$ cat config.mk
export PLATFORM = sky130hd
export DESIGN_NAME = aap_fetch_unit_flat
export DESIGN_NICKNAME = d
export VERILOG_FILES = /design/src/rtl/aap_fetch_unit_if.sv /design/src/rtl/aap_fetch_unit.sv /design/src/flat_wrapper.sv
export SDC_FILE = /design/constraint.sdc
export NUM_CORES = 1
export LEC_CHECK = 0
export ABC_AREA = 1
export CORE_MARGIN = 1
export CORE_UTILIZATION = 30
export CTS_CLUSTER_SIZE = 40
export DETAILED_ROUTE_END_ITERATION = 16
export HOLD_SLACK_MARGIN = 0.03
export PLACE_DENSITY_LB_ADDON = 0.05
export SETUP_SLACK_MARGIN = 0.02
export SYNTH_ARGS = -nofsm -noshare
export SYNTH_HDL_FRONTEND = slang
export SYNTH_SLANG_ARGS = --single-unit
export TNS_END_PERCENT = 20
$ cat constraint.sdc
create_clock -name clock -period 5.69 [get_ports clock]
set_input_delay 1.138 -clock clock [delete_from_list [all_inputs] [get_ports clock]]
set_output_delay 1.138 -clock clock [all_outputs]
set_load 0.01 [all_outputs]
$ cat src/rtl/aap_fetch_unit_if.sv
// Fetch-stage bus bundle: instruction-memory port, decoder handshake and execute redirect.
interface aap_fetch_unit_if #(
    parameter int ADDR_WIDTH = 16
);
    logic                  imem_req;
    logic [ADDR_WIDTH-1:0] imem_addr;
    logic                  imem_ready;
    logic [15:0]           imem_rdata;

    logic                  instr_valid;
    logic                  instr_ready;
    logic [31:0]           instr_data;
    logic                  instr_is32;
    logic [ADDR_WIDTH-1:0] instr_pc;

    logic                  branch_valid;
    logic [ADDR_WIDTH-1:0] branch_target;

    modport master (
        output imem_req, imem_addr, instr_valid, instr_data, instr_is32, instr_pc,
        input  imem_ready, imem_rdata, instr_ready, branch_valid, branch_target
    );

    modport slave (
        input  imem_req, imem_addr, instr_valid, instr_data, instr_is32, instr_pc,
        output imem_ready, imem_rdata, instr_ready, branch_valid, branch_target
    );
endinterface

$ cat src/rtl/aap_fetch_unit.sv
// AAP fetch: assembles 16/32-bit instructions from 16-bit words; valid 1 (16b) or 2 (32b) cycles after request.
// Holds the instruction until instr_ready with no prefetch; a redirect flushes any partial or held instruction.
module aap_fetch_unit #(
    parameter int                    ADDR_WIDTH = 16,
    parameter logic [ADDR_WIDTH-1:0] RESET_PC   = '0
) (
    input  logic             clock,
    input  logic             reset,
    aap_fetch_unit_if.master bus
);
    typedef enum logic [1:0] {FETCH_LO, FETCH_HI, OUT} state_t;

    localparam logic [ADDR_WIDTH-1:0] ONE = ADDR_WIDTH'(1);
    localparam logic [ADDR_WIDTH-1:0] TWO = ADDR_WIDTH'(2);

    state_t                state;
    logic [ADDR_WIDTH-1:0] pc;
    logic [ADDR_WIDTH-1:0] pc_next;
    logic                  imem_req;
    logic [ADDR_WIDTH-1:0] imem_addr;
    logic                  instr_valid;
    logic [31:0]           instr_data;
    logic                  instr_is32;
    logic [ADDR_WIDTH-1:0] instr_pc;
    logic                  mem_hit;

    // Memory data only counts while a request is actually being driven.
    assign mem_hit = imem_req && bus.imem_ready;
    assign pc_next = pc + (instr_is32 ? TWO : ONE);

    always_ff @(posedge clock) begin
        if (reset) begin
            state       <= FETCH_LO;
            pc          <= RESET_PC;
            imem_req    <= 1'b0;
            imem_addr   <= RESET_PC;
            instr_valid <= 1'b0;
            instr_data  <= '0;
            instr_is32  <= 1'b0;
            instr_pc    <= RESET_PC;
        end else if (bus.branch_valid) begin
            state       <= FETCH_LO;
            pc          <= bus.branch_target;
            imem_req    <= 1'b1;
            imem_addr   <= bus.branch_target;
            instr_valid <= 1'b0;
        end else begin
            case (state)
                FETCH_LO: begin
                    if (mem_hit) begin
                        instr_data <= {16'h0000, bus.imem_rdata};
                        instr_pc   <= pc;
                        instr_is32 <= bus.imem_rdata[15];
                        if (bus.imem_rdata[15]) begin
                            state     <= FETCH_HI;
                            imem_addr <= pc + ONE;
                        end else begin
                            state       <= OUT;
                            imem_req    <= 1'b0;
                            instr_valid <= 1'b1;
                        end
                    end else begin
                        imem_req  <= 1'b1;
                        imem_addr <= pc;
                    end
                end
                FETCH_HI: begin
                    if (mem_hit) begin
                        instr_data[31:16] <= bus.imem_rdata;
                        state             <= OUT;
                        imem_req          <= 1'b0;
                        instr_valid       <= 1'b1;
                    end
                end
                OUT: begin
                    if (bus.instr_ready) begin
                        state       <= FETCH_LO;
                        pc          <= pc_next;
                        imem_req    <= 1'b1;
                        imem_addr   <= pc_next;
                        instr_valid <= 1'b0;
                    end
                end
                default: state <= FETCH_LO;
            endcase
        end
    end

    assign bus.imem_req    = imem_req;
    assign bus.imem_addr   = imem_addr;
    assign bus.instr_valid = instr_valid;
    assign bus.instr_data  = instr_data;
    assign bus.instr_is32  = instr_is32;
    assign bus.instr_pc    = instr_pc;
endmodule

$ cat src/flat_wrapper.sv
// flat-port wrapper written by rule: the top's interface ports become plain ports
module aap_fetch_unit_flat 
#(
    parameter int                    ADDR_WIDTH = 16,
    parameter logic [ADDR_WIDTH-1:0] RESET_PC   = '0
)
  (clock, reset, bus_imem_req, bus_imem_addr, bus_instr_valid, bus_instr_data, bus_instr_is32, bus_instr_pc, bus_imem_ready, bus_imem_rdata, bus_instr_ready, bus_branch_valid, bus_branch_target);
  aap_fetch_unit_if #(.ADDR_WIDTH(ADDR_WIDTH)) bus_i ();
  input  logic clock;
  input  logic reset;
  output wire logic [$bits(bus_i.imem_req)-1:0] bus_imem_req;
  output wire logic [$bits(bus_i.imem_addr)-1:0] bus_imem_addr;
  output wire logic [$bits(bus_i.instr_valid)-1:0] bus_instr_valid;
  output wire logic [$bits(bus_i.instr_data)-1:0] bus_instr_data;
  output wire logic [$bits(bus_i.instr_is32)-1:0] bus_instr_is32;
  output wire logic [$bits(bus_i.instr_pc)-1:0] bus_instr_pc;
  input wire logic [$bits(bus_i.imem_ready)-1:0] bus_imem_ready;
  input wire logic [$bits(bus_i.imem_rdata)-1:0] bus_imem_rdata;
  input wire logic [$bits(bus_i.instr_ready)-1:0] bus_instr_ready;
  input wire logic [$bits(bus_i.branch_valid)-1:0] bus_branch_valid;
  input wire logic [$bits(bus_i.branch_target)-1:0] bus_branch_target;
  assign bus_imem_req = bus_i.imem_req;
  assign bus_imem_addr = bus_i.imem_addr;
  assign bus_instr_valid = bus_i.instr_valid;
  assign bus_instr_data = bus_i.instr_data;
  assign bus_instr_is32 = bus_i.instr_is32;
  assign bus_instr_pc = bus_i.instr_pc;
  assign bus_i.imem_ready = bus_imem_ready;
  assign bus_i.imem_rdata = bus_imem_rdata;
  assign bus_i.instr_ready = bus_instr_ready;
  assign bus_i.branch_valid = bus_branch_valid;
  assign bus_i.branch_target = bus_branch_target;
  aap_fetch_unit #(.ADDR_WIDTH(ADDR_WIDTH), .RESET_PC(RESET_PC)) u_core (.clock(clock), .reset(reset), .bus(bus_i));
endmodule
==> qor.txt <==
Cell row count - 42
Pins Over Slew Limit - 0
Net Sw Frac - 0.286
Combinational share of power - 0.190
Filler cells - 1460
Final RePlAce weighted congestion - 0.808
Vias in the first global route - 4267
Area share of the largest cell type after synthesis - 0.398
Rel. slew slack - 0.402
Antenna Cells - 0
R2R Path Start - u_core.state[0]
Largest net degree at the start of global routing - 39
I/O Buffers - 103
WP depth - 11
Detailed Route WL - 13400 um
Number of synthesized register bits - 84
Die Area - 14600 um^2
Fmax - 0.287 GHz
ANT nets after route - 0
Starting Density - 0.313
Startpoint Class - input pin
Clk sink count - 84
Synth Cell Area - 4230 um^2
Outcome - finished clean
Avg Cell Area, Syn - 6.87 um^2
Post-synth top area cell - dfxtp_1
Final setup vio count - 0
Clock Power Share - 0.388
DR vias/cell - 4.94
Worst Setup End Kind - register
Max-cap check violation count - 0
Arr. time, crit path - 3.73 ns
H-tree Lvls - 3
R2R Path End - u_core.pc[12]
Worst path buffer plus inverter count - 5
All-Layer GR Usage - 0.193
Worst Setup Path Type - in -> reg
Die extent in x - 121 um
Root Buffer - clkbuf_16
Detailed placer's ending HPWL - 9380 um
Core area - 13500 um^2
Period utilization - 0.611
Share of cells above drive strength 1 - 0.0566
Hold Path Depth - 2
Pre-antenna DRT Iters - 7
Tmin final - 3.48 ns
Worst Max-Slew Pin Slew - 0.895 ns
Net switching power of the design - 447 uW
Hold Crit Endpoint - u_core.bus.instr_valid
Hold Vio Cnt, Final - 0
Max rail drop VDD - 0.189 mV
# DRC - 0
Clock slew at reported path FFs - 0.07 ns
Leak - 2.22 nW
Post-Syn Nets - 660
TritonCTS clock tree - built
Clk_lat worst skew - 0.35 ns
Register share of total power - 0.422
Postcts setup bufs - 0
Hold path start - u_core.bus.instr_valid
FF-to-FF path depth - 9
Die height - 121 um
RSZ-0062 raised after global routing - no
Footprint of the multi-input gates - 2130 um^2
Post-CTS resize count - 0
Initial antenna violation count - 0
Setup TNS - 0 ns
Post-synthesis cell count - 615
Hold crit path type - reg -> reg
Power Total - 1.56 mW
Total CTS buffers - 9
FF-to-FF setup slack - 3.28 ns
Post-CTS Hold Buffers - 0
DRT iter0 DRCs - 186
Ports - 104
Ranking of synthesized cells by area - dfxtp_1 40%, nand2_1 9.3%, nand3_1 8.2%
CP top delay family - buffers and inverters
First-pass GRT wire length - 21800 um
Largest stage delay on the critical path - 1.05 ns
WHS - 0.454 ns
Sequential share of the synthesized area - 0.398
Vias post-DR - 4360
Clock Skews - 0.00912 ns
Critical-path top delay cell - clkdlybuf4s50_1
Register area - 1680 um^2
CP Max Fanout - 21
PwrDens - 277 nW/um^2
Int Power - 1.12 mW
Critical path, cell by cell - clkdlybuf4s50_1, inv_2, nand3_1, o21ai_1, nor2_2, buf_4, inv_2, a21oi_1, nand3_1, nand2_1, inv_1
Area Overhead vs Synth - 33.6%
Library cells used by synthesis - 28
Nets - 747
GRT overflow - 0
WL/cell - 15.1 um
Max Buffers Root-to-Sink - 2
YS warnings - 0
Critical Path RT - 5.94 ns
[cell usage in the layout, fill, tap and decap left out]
cell type          n
nand2_1          105
clkdlybuf4s50_1  103
dfxtp_1           84
nor2_1            82
nand3_1           69
inv_1             58
o21ai_0           58
a21oi_1           50
a31oi_1           16
o21ai_1           11
clkbuf_16          9
nand4_1            8
xor2_1             7
ha_1               7
inv_2              5
nand2_2            5
nor2_2             5
buf_4              5
nor2_4             3
o21bai_1           2
o211ai_1           2
xnor2_1            1
a31o_2             1
a211oi_2           1
a211oi_1           1
o31ai_1            1
fa_1               1
clkbuf_1           1
clkinv_2           1
clkbuf_8           1
inv_6              1
bufinv_16          1
clkinvlp_4         1
clkinv_4           1
[worst reg2reg max path: stages, from the launching register on]
cell     delay, ns
dfxtp_1       0.36
inv_1         0.09
ha_1          0.33
nand2_1       0.19
inv_1         0.08
nor2_1        0.54
inv_1         0.33
o21ai_0       0.22
inv_1         0.06
a21oi_1       0.13
[through the flow]
step                      area (um^2)  instances   util  setup slack [ns]
after floorplan                  4230        615      -              3.53
after global placement           5340        867  0.395              1.89
after detailed placement         5340        867  0.395              1.85
after CTS                        5640        883  0.418              2.23
after global routing             5640        883  0.418              1.98
final                            5640        883  0.418              2.21
[kinds of logic after synthesis]
kind of cell | synth area share
simple gates | 0.283
compound gates | 0.180
xor+xnor | 0.0166
flops | 0.398
buf+inv | 0.0971
fa+ha+maj | 0.0255
[sequential cells by signal, summed over array words and instances, names as in the netlist]
name and cells:
u_core.bus.instr_data 31, u_core.bus.imem_addr 16, u_core.bus.instr_pc 16, u_core.pc 16, u_core.state 2, u_core.bus.imem_req 1, u_core.bus.instr_is32 1, u_core.bus.instr_valid 1
[synthesized netlist by cell type]
| cell type | n |
|---|---|
| inv_2 | 5 |
| inv_1 | 58 |
| nand2_1 | 105 |
| ha_1 | 7 |
| o21ai_0 | 58 |
| a211oi_1 | 1 |
| xor2_1 | 7 |
| dfxtp_1 | 84 |
| fa_1 | 1 |
| a211oi_2 | 1 |
| nor2_1 | 82 |
| a21oi_1 | 50 |
| xnor2_1 | 1 |
| a31o_2 | 1 |
| buf_6 | 4 |
| nor2_2 | 5 |
| nor2_4 | 3 |
| a31oi_1 | 16 |
| clkbuf_1 | 15 |
| o31ai_1 | 1 |
| nand4_1 | 8 |
| buf_2 | 10 |
| nand3_1 | 69 |
| o21bai_1 | 2 |
| nand2_2 | 5 |
| o21ai_1 | 11 |
| buf_4 | 3 |
| o211ai_1 | 2 |
[cell type report]
cell class                      count  share of cell area
Sequential cell                    84               0.298
Multi-Input combinational cell    436               0.378
Inverter                           63              0.0419
Clock buffer                       11              0.0430
Tap cell                          176              0.0390
Clock inverter                      5              0.0106
Timing Repair Buffer              108               0.189
[routing by layer]
metal,part of all wire,GRT usage,vias up,wire length (um)
met5,0,0,-,0
met4,0.021,0.0710,0,278
met3,0.066,0.0642,19,876
met2,0.46,0.316,115,6130
met1,0.45,0.233,2019,6080
li1,-,-,2207,-
[worst max-delay path by stage]
stage	start	end
finish	bus_branch_valid	u_core.bus.imem_addr[13]
global route	bus_branch_valid	u_core.bus.imem_addr[10]
CTS	bus_branch_valid	u_core.bus.imem_addr[10]
detailed placement	bus_branch_valid	u_core.bus.imem_addr[10]
global placement	bus_branch_valid	u_core.bus.imem_addr[10]
floorplan	bus_imem_ready	u_core.bus.imem_addr[11]
[power by group through the flow]
stage	registers, mW	clock network (mW)	logic [mW]
final	0.660	0.606	0.297
after global routing	0.666	0.648	0.330
after CTS	0.661	0.627	0.301
after detailed placement	0.674	0	0.300
after global placement	0.673	0	0.297
after floorplan	0.683	0	0.151
Power figures use the tool's default switching activity.
